### config.mk
export PLATFORM = sky130hd
export DESIGN_NAME = uart_boot_loader
export DESIGN_NICKNAME = d
export VERILOG_FILES = /design/src/rtl/uart_boot_loader.sv
export SDC_FILE = /design/constraint.sdc
export NUM_CORES = 1
export LEC_CHECK = 0
export ABC_AREA = 1
export BUFFER_PORTS_ARGS = -buffer_cell sky130_fd_sc_hd__buf_2
export CAP_MARGIN = 40
export CORE_MARGIN = 1
export CORE_UTILIZATION = 52
export CTS_CLUSTER_SIZE = 40
export DETAILED_ROUTE_END_ITERATION = 8
export PLACE_DENSITY = 0.7
export SLEW_MARGIN = 20
export SYNTH_ARGS = -nofsm -noshare
export SYNTH_HDL_FRONTEND = slang
export SYNTH_SLANG_ARGS = --single-unit
### constraint.sdc
create_clock -name clock -period 2.8 [get_ports clock]
set_clock_uncertainty 0.2 [all_clocks]
set_input_delay 0.28 -clock clock [delete_from_list [all_inputs] [get_ports clock]]
set_output_delay 0.28 -clock clock [all_outputs]
set_load 0.03 [all_outputs]
### src/rtl/uart_boot_loader.sv
// UART boot loader: receives a framed program image over 8N1 serial, writes it
// word by word into instruction RAM, then releases the core via fetch enable.
module uart_boot_loader #(
    parameter int CLKS_PER_BIT = 434,
    parameter int ADDR_WIDTH   = 16
) (
    input  logic                  clock,
    input  logic                  reset_n_sync,
    input  logic                  uart_rx_input,
    input  logic                  boot_bypass_i,
    input  logic                  fetch_enable_input,
    output logic                  mem_req_o,
    output logic                  mem_we_o,
    output logic [3:0]            mem_be_o,
    output logic [ADDR_WIDTH-1:0] mem_addr_o,
    output logic [31:0]           mem_wdata_o,
    output logic                  fetch_enable_o,
    output logic                  loading_o,
    output logic                  boot_error_o
);
    localparam int CW = $clog2(CLKS_PER_BIT);
    localparam logic [CW-1:0] HALF_M1 = CW'(CLKS_PER_BIT / 2 - 1);
    localparam logic [CW-1:0] FULL_M1 = CW'(CLKS_PER_BIT - 1);
    localparam logic [32:0] LEN_MAX = 33'd1 << ADDR_WIDTH;
    localparam logic [ADDR_WIDTH:0] CNT_ONE = 1;
    localparam logic [7:0] SYNC_BYTE = 8'hA5;

    typedef enum logic [1:0] {RX_IDLE, RX_START, RX_DATA, RX_STOP} rx_state_t;
    typedef enum logic [3:0] {
        ST_SYNC, ST_LEN0, ST_LEN1, ST_LEN2, ST_LEN3,
        ST_DATA, ST_CSUM, ST_DONE, ST_ERROR
    } state_t;

    logic rx_meta, rx_sync, rx_prev;

    rx_state_t rx_state_q, rx_state_d;
    logic [CW-1:0] clk_cnt_q;
    logic [2:0] bit_idx_q;
    logic [7:0] shift_q;
    logic half_tick, full_tick, bit_tick;
    logic byte_valid, frame_err;

    state_t state_q, state_d;
    logic loading;
    logic [23:0] len_lo_q;
    logic [ADDR_WIDTH:0] len_q;
    logic [ADDR_WIDTH:0] byte_cnt_q;
    logic [ADDR_WIDTH-3:0] word_idx_q;
    logic [7:0] csum_q;
    logic [31:0] word_q;
    logic [31:0] len_full;
    logic len_bad, last_byte;
    logic mem_req_q;
    logic [ADDR_WIDTH-1:0] mem_addr_q;
    logic [31:0] mem_wdata_q;

    // Synchronizer flops reset to the idle-high line level.
    always_ff @(posedge clock or negedge reset_n_sync) begin
        if (!reset_n_sync) begin
            rx_meta <= 1'b1;
            rx_sync <= 1'b1;
            rx_prev <= 1'b1;
        end else begin
            rx_meta <= uart_rx_input;
            rx_sync <= rx_meta;
            rx_prev <= rx_sync;
        end
    end

    always_comb begin
        rx_state_d = rx_state_q;
        byte_valid = 1'b0;
        frame_err  = 1'b0;
        half_tick  = (clk_cnt_q == HALF_M1);
        full_tick  = (clk_cnt_q == FULL_M1);
        bit_tick   = (rx_state_q == RX_DATA) && full_tick;
        if (boot_bypass_i) begin
            rx_state_d = RX_IDLE;
        end else begin
            case (rx_state_q)
                RX_IDLE:  if (rx_prev && !rx_sync) rx_state_d = RX_START;
                RX_START: if (half_tick) rx_state_d = rx_sync ? RX_IDLE : RX_DATA;
                RX_DATA:  if (full_tick && bit_idx_q == 3'd7) rx_state_d = RX_STOP;
                RX_STOP: begin
                    if (full_tick) begin
                        rx_state_d = RX_IDLE;
                        byte_valid = rx_sync;
                        frame_err  = !rx_sync;
                    end
                end
                default: rx_state_d = RX_IDLE;
            endcase
        end
    end

    always_ff @(posedge clock or negedge reset_n_sync) begin
        if (!reset_n_sync) begin
            rx_state_q <= RX_IDLE;
            clk_cnt_q  <= '0;
            bit_idx_q  <= '0;
            shift_q    <= '0;
        end else begin
            rx_state_q <= rx_state_d;
            if (rx_state_d != rx_state_q || bit_tick || rx_state_q == RX_IDLE)
                clk_cnt_q <= '0;
            else
                clk_cnt_q <= clk_cnt_q + 1'b1;
            if (rx_state_q == RX_START) begin
                bit_idx_q <= '0;
            end else if (bit_tick) begin
                bit_idx_q <= bit_idx_q + 1'b1;
                shift_q   <= {rx_sync, shift_q[7:1]};
            end
        end
    end

    assign loading   = (state_q == ST_LEN0) || (state_q == ST_LEN1) || (state_q == ST_LEN2) ||
                       (state_q == ST_LEN3) || (state_q == ST_DATA) || (state_q == ST_CSUM);
    assign len_full  = {shift_q, len_lo_q};
    assign len_bad   = (len_full == 32'd0) || (len_full[1:0] != 2'b00) ||
                       ({1'b0, len_full} > LEN_MAX);
    assign last_byte = ((byte_cnt_q + CNT_ONE) == len_q);

    always_comb begin
        state_d = state_q;
        if (boot_bypass_i && loading) begin
            state_d = ST_SYNC;
        end else if (frame_err && state_q != ST_DONE) begin
            state_d = ST_ERROR;
        end else if (byte_valid) begin
            case (state_q)
                ST_SYNC, ST_ERROR: if (shift_q == SYNC_BYTE) state_d = ST_LEN0;
                ST_LEN0: state_d = ST_LEN1;
                ST_LEN1: state_d = ST_LEN2;
                ST_LEN2: state_d = ST_LEN3;
                ST_LEN3: state_d = len_bad ? ST_ERROR : ST_DATA;
                ST_DATA: if (last_byte) state_d = ST_CSUM;
                ST_CSUM: state_d = (shift_q == csum_q) ? ST_DONE : ST_ERROR;
                default: state_d = state_q;
            endcase
        end
    end

    always_ff @(posedge clock or negedge reset_n_sync) begin
        if (!reset_n_sync) state_q <= ST_SYNC;
        else state_q <= state_d;
    end

    // Datapath: length capture, lane assembly, checksum and the one-cycle RAM write.
    always_ff @(posedge clock or negedge reset_n_sync) begin
        if (!reset_n_sync) begin
            len_lo_q    <= '0;
            len_q       <= '0;
            byte_cnt_q  <= '0;
            word_idx_q  <= '0;
            csum_q      <= '0;
            word_q      <= '0;
            mem_req_q   <= 1'b0;
            mem_addr_q  <= '0;
            mem_wdata_q <= '0;
        end else begin
            mem_req_q <= 1'b0;
            if (byte_valid) begin
                case (state_q)
                    ST_SYNC, ST_ERROR: begin
                        if (shift_q == SYNC_BYTE) begin
                            byte_cnt_q <= '0;
                            word_idx_q <= '0;
                            csum_q     <= '0;
                        end
                    end
                    ST_LEN0: len_lo_q[7:0]   <= shift_q;
                    ST_LEN1: len_lo_q[15:8]  <= shift_q;
                    ST_LEN2: len_lo_q[23:16] <= shift_q;
                    ST_LEN3: len_q <= len_full[ADDR_WIDTH:0];
                    ST_DATA: begin
                        word_q[{byte_cnt_q[1:0], 3'b000} +: 8] <= shift_q;
                        csum_q     <= csum_q + shift_q;
                        byte_cnt_q <= byte_cnt_q + CNT_ONE;
                        if (byte_cnt_q[1:0] == 2'd3) begin
                            mem_req_q   <= 1'b1;
                            mem_addr_q  <= {word_idx_q, 2'b00};
                            mem_wdata_q <= {shift_q, word_q[23:0]};
                            word_idx_q  <= word_idx_q + 1'b1;
                        end
                    end
                    default: ;
                endcase
            end
        end
    end

    assign mem_req_o      = mem_req_q;
    assign mem_we_o       = mem_req_q;
    assign mem_be_o       = 4'hF;
    assign mem_addr_o     = mem_addr_q;
    assign mem_wdata_o    = mem_wdata_q;
    assign fetch_enable_o = boot_bypass_i ? fetch_enable_input : (state_q == ST_DONE);
    assign loading_o      = loading;
    assign boot_error_o   = (state_q == ST_ERROR);

endmodule

# ---- Word level (Yosys, flattened, before mapping)
# Cells that the tools add are included.
dict set report op_classes {
  eq_ne 24
  n_mux 36
  bitwise 1
  multipliers 0
  add_sub_neg 6
  div 0
  order_cmp 1
  n_shift 2
  reduce_logical 34
}
# op n
set ops {}
lappend ops {{$pmux W17 S2} 1}
lappend ops {{$bwmux W32} 1}
lappend ops {{$gt A32 B17 Y1 const B} 1}
lappend ops {{$logic_not A32 Y1} 1}
lappend ops {{$shift A8 B7 Y32 const A} 1}
lappend ops {{$shiftx A8 B7 Y32} 1}
lappend ops {{$mux W14} 2}
lappend ops {{$mux W4} 7}
lappend ops {{$pmux W14 S2} 1}
lappend ops {{$pmux W4 S7} 1}
lappend ops {{$add A17 B1 Y17 const B} 1}
lappend ops {{$eq A17 B17 Y1} 1}
lappend ops {{$mux W17} 1}
lappend ops {{$eq A4 B3 Y1 const B} 4}
lappend ops {{$pmux W8 S2} 1}
lappend ops {{$add A14 B1 Y14 const B} 1}
lappend ops {{$mux W2} 6}
lappend ops {{$reduce_and A2 Y1} 6}
lappend ops {{$mux W1} 10}
lappend ops {{$add A9 B1 Y9 const B} 1}
lappend ops {{$eq A9 B8 Y1 const B} 1}
lappend ops {{$eq A9 B9 Y1 const B} 1}
lappend ops {{$logic_or A1 B1 Y1} 9}
lappend ops {{$mux W9} 1}
lappend ops {{31 further kinds} 43}
dict set report totals {
  romBits 0
  out_inout_bits 57
  latch_bits 0
  memories 0
  ramBits 0
  register_bits 188
}

# ---- Logic depth before layout (Yosys ltp)
dict set report depth {
  depth_word 9
  depth_mapped 19
  mapped_depth_nobuf 18
}

# ---- Least setup slack after synthesis
# No wires, ideal clock.
dict set report synth_path {
  path_type {reg2reg}
  from {register state_q[3]}
  to {register state_q[2]}
  t_required_ns 2.482
  n_path_buf 0
  slack_ns 0.497
  arrival_time_ns 1.984
  stages_incl_launch_ff 11
  setup_ns 0.118
  path_cell_list {dfrtp_1 nor2_2 inv_2 o21ai_0 inv_1 nor2_1 inv_1 nand2_1 inv_1 nand3_1 nand2_1}
}
dict set report synth_between {
  elab_chain_cells 9
  elab_cells_between_ends 26
  cone_classes {eq/ne (10); mux (4); reduce/logical (12)}
}
# item line
set synth_rtl {}
lappend synth_rtl {{start: declaration} 43} ;# state_t state_q, state_d;
lappend synth_rtl {{start signal: assignment} 146} ;# else state_q <= state_d;
lappend synth_rtl {{$eq A4 B1 Y1 / $eq A4 B2 Y1 (equally long branches)} 117} ;# assign loading = (state_q == ST_LEN0) || (state_q == ST_LEN1) || (state_q == ST_LEN2) ||
lappend synth_rtl {{$logic_or A1 B1 Y1 (3 in series)} 117}
lappend synth_rtl {{$logic_or A1 B1 Y1} 118} ;# (state_q == ST_LEN3) || (state_q == ST_DATA) || (state_q == ST_CSUM);
lappend synth_rtl {{$logic_or A1 B1 Y1 (*)} 118}
lappend synth_rtl {{named net loading_o} 18} ;# output logic loading_o,
lappend synth_rtl {{$logic_and A1 B1 Y1 (*)} 126} ;# if (boot_bypass_i && loading) begin
lappend synth_rtl {{$reduce_bool A9 Y1 (no source line) (tied with other cells)} n/a}
lappend synth_rtl {{$reduce_and A4 Y1 (no source line)} n/a}
# Mark *: on every way through the listed nets, which the timed path passes. The rest lies on a longest branch. The select of a mux whose other input is x is not followed.
# A chain may end at the register's enable or synchronous reset.

# ---- Worst setup path after layout
dict set report layout_path {
  from {register byte_cnt_q[0]}
  to {register state_q[3]}
}
dict set report layout_between {
  elab_chain_cells 4
}
# item line
set layout_rtl {}
lappend layout_rtl {{start: declaration} 47} ;# logic [ADDR_WIDTH:0] byte_cnt_q;
lappend layout_rtl {{start signal: assignment} 179} ;# byte_cnt_q <= byte_cnt_q + CNT_ONE;
lappend layout_rtl {{$add A17 B1 Y17} 122} ;# assign last_byte = ((byte_cnt_q + CNT_ONE) == len_q);
lappend layout_rtl {{$eq A17 B17 Y1} 122}
lappend layout_rtl {{$ne A4 B2 Y1 (no source line)} n/a}
lappend layout_rtl {{$reduce_and A4 Y1 (no source line)} n/a}
# Every way passes these cells.

==> metrics.txt <==
Die H=132 um; leakage=about 5.3 nW; run status=finished, final reports clean; met2 usage=0.386; # DRC=0; critical path class=register to register; Int Pwr=3.80 mW; CTS Root Cell=clkbuf_16; H-tree depth=4; GRT overflow=0; met3 Usage GRT=0.0423; Synth cell types=43; clock slew at reported path FFs=0.07 ns; commonest non-fill, non-tap cells in the layout=nand2_1, dfrtp_1, inv_1, nor2_1, o21ai_0; Slew @ Worst Pin=0.709 ns; startpoint types=register; Cell Area, Synth=around 0.0088 mm2; register area=0.00451 mm2; layout cells sized above 1=0.117; Synth area leaders=dfrtp_1, nand2_1, inv_1; Ys Warns=0; Tcrit/Tclk final=0.904; final-report max-slew violation count=0; RSZ-0062 raised after global routing=no; vias in the first global route=6,993; n_diodes=0; Synth area leader=dfrtp_1; leading cell type in the layout, fill and taps excluded=nand2_1; die area=0.0175 mm2; CP endpoint kind=register; sw power=~1.2 mW; number of synthesized flops with an enable pin=0; #FFs+latches synth=180; Net Sw Frac=0.238; via-per-instance ratio=5.18; worst hold path type=primary input to async pin; hold_ws=0.125 ns; Initial DRT Pass Iterations=5; Async S/R FF share, synth=1.00; maximum fanout along the worst path=10; synthesized instance count=1,104; Slew HR=0.526; sequential power share=0.523; setup_tns=0 ns; WL/cell=14.0 um; num rows=47; HPWL after DPL=13.9 mm; fillers=1,539; Post-DRT Antenna Nets=0; io pins=62; Tmin final=2.53 ns; Multi-input gate area=between 0.003 and 0.004 mm2; max-cap viol count=0; vias=7,265; PD cells=about 500 mW/mm2; CTS tree=done; GRT Max-Usage Layer=met2; Combinational Power Share=0.020; CTS Buffer Depth=2; P&R area growth vs syn=13.1%; CTS buffer count=17; mean post-synth cell area=8.01 um2; first-pass GRT wire length=33.8 mm; Port Buffers=55; initial antenna violation count=0; Synth top area share=0.501; clk_lat worst skew=0.43 ns; core area=about 0.017 mm2; Final setup viols=0; f_max=0.395 GHz; DRT iter0 DRCs=493; Initial Util=0.533; M1 GR Usage=0.343; worst path required time=2.92 ns; sequential area share after synthesis=0.510; Final Hold Vio Count=0; Nets=between 1,000 and 1,500; final wirelength=approximately 20 mm; largest net degree at the start of global routing=80; Worst VDD drop=0.428 mV; GP Congestion=roughly 0.9; Total GRT Usage=0.243; # clock sinks=180; Arr. time, crit path=2.65 ns; clock power share=0.457; Most used DFF post-synth=dfrtp_1; die span in x=roughly 130 um
[layout make-up]
cell class                 instances  share of cell area
sequential                       180               0.451
clock inverter                    15              0.0133
tap                              220              0.0275
multi-input combinational        749               0.363
inverter                         146              0.0553
clock buffer                      17              0.0425
timing repair buffer              75              0.0474
[path summary, 6_finish.rpt]
| path | start | end | slack, ns | cells past startpoint |
|---|---|---|---|---|
| setup / recovery | byte_cnt_q[0] | state_q[3] | 0.27 | 14 |
| hold / removal | reset_n_sync | byte_cnt_q[11] | 0.13 | 2 |
| setup reg to reg | byte_cnt_q[0] | state_q[3] | 0.27 | 14 |
| hold reg to reg | rx_meta | rx_sync | 0.16 | 0 |
| max in group asynchronous | reset_n_sync | word_q[9] | 1.52 | 3 |
| min in group clock | boot_bypass_i | rx_state_q[1] | 0.13 | 4 |
[what timing repair did]
| item | CTS | global route |
|---|---|---|
| setup buffers | 0 | 0 |
| endpoints found under the hold margin | 73 | 0 |
| hold buffers | 2 | 0 |
| endpoints found under the setup margin | 0 | 4 |
| gates resized for setup | 0 | 2 |
[critical path, stage by stage, from the launching register on]
cell,delay (ns)
dfrtp_2,0.45
ha_1,0.25
nand3_1,0.20
nor2_1,0.29
nand3_1,0.14
nand2_1,0.12
nand2_1,0.05
nand2_1,0.05
nand2_1,0.05
nor2_1,0.11
nand3_1,0.14
nand2_2,0.12
nand2_1,0.11
nand3_1,0.09
nand2_1,0.05
[through the flow]
| step | worst slack [ns] | instances | power, mW | utilization | area (um2) |
|---|---|---|---|---|---|
| 2_1_floorplan | 0.497 | 1108 | 2.70 | - | 8850 |
| 3_3_place_gp | 0.301 | 1368 | 2.76 | 0.568 | 9420 |
| 3_5_place_dp | 0.190 | 1368 | 2.76 | 0.568 | 9420 |
| 4_1_cts | 0.174 | 1402 | 5.04 | 0.603 | 10000 |
| 5_1_grt | 0.0160 | 1402 | 5.15 | 0.603 | 10000 |
| 6_report | 0.270 | 1402 | 4.99 | 0.603 | 10000 |
[synth_stat cells, types with 2 or more instances]
library cell  instances
o21a_1                2
o21ai_1              16
dfrtp_1             177
buf_4                 8
buf_2                11
nor2_1               99
dfstp_2               3
o21ai_0              85
or2_2                 3
clkbuf_1             14
nor3_1               14
xor2_1                6
nand3b_1              7
inv_2                 2
nor4_1                6
ha_1                 18
nor2_2                7
o31ai_1               5
o22ai_1              15
nand3_1              54
a21oi_1              47
nand4_1              19
nand2_1             314
a32o_1                2
xnor2_1               5
clkinv_1              4
a22o_1                2
nor2_4                2
inv_1               139
conb_1                2
nand2_2               4
[sequential cells by signal, summed over array words and instances, names as in the netlist]
name,count
mem_wdata_o,32
len_lo_q,24
word_q,24
byte_cnt_q,17
len_q,17
mem_addr_o,14
word_idx_q,14
clk_cnt_q,9
csum_q,8
shift_q,8
state_q,4
bit_idx_q,3
rx_state_q,2
mem_req_o,1
rx_meta,1
rx_prev,1
rx_sync,1
[power by group through the flow]
stage / combinational (mW) / clock, mW / sequential (mW)
4_1_cts: 0.105 / 2.32 / 2.61
3_5_place_dp: 0.102 / 0 / 2.66
6_report: 0.0999 / 2.28 / 2.61
2_1_floorplan: 0.0384 / 0 / 2.66
5_1_grt: 0.117 / 2.42 / 2.61
3_3_place_gp: 0.101 / 0 / 2.66
[metal layers]
layer / up-vias / wire length (um)
li1: 3659 / -
met3: 20 / 845
met2: 157 / 9120
met5: - / 0
met1: 3429 / 9390
met4: 0 / 232
[cells by family after synthesis]
| family | Yosys count | synth area share |
|---|---|---|
| and+or+nand+nor | 535 | 0.259 |
| DFF | 180 | 0.510 |
| buffers and inverters | 179 | 0.0815 |
| AOI/OAI and AO/OA | 177 | 0.109 |
| adders and majority gates | 19 | 0.0277 |
| xor gates and xnor gates | 11 | 0.0109 |
| other | 2 | 0.000850 |
| muxes | 1 | 0.00127 |
Note: power is estimated with default switching activity, not from simulation.
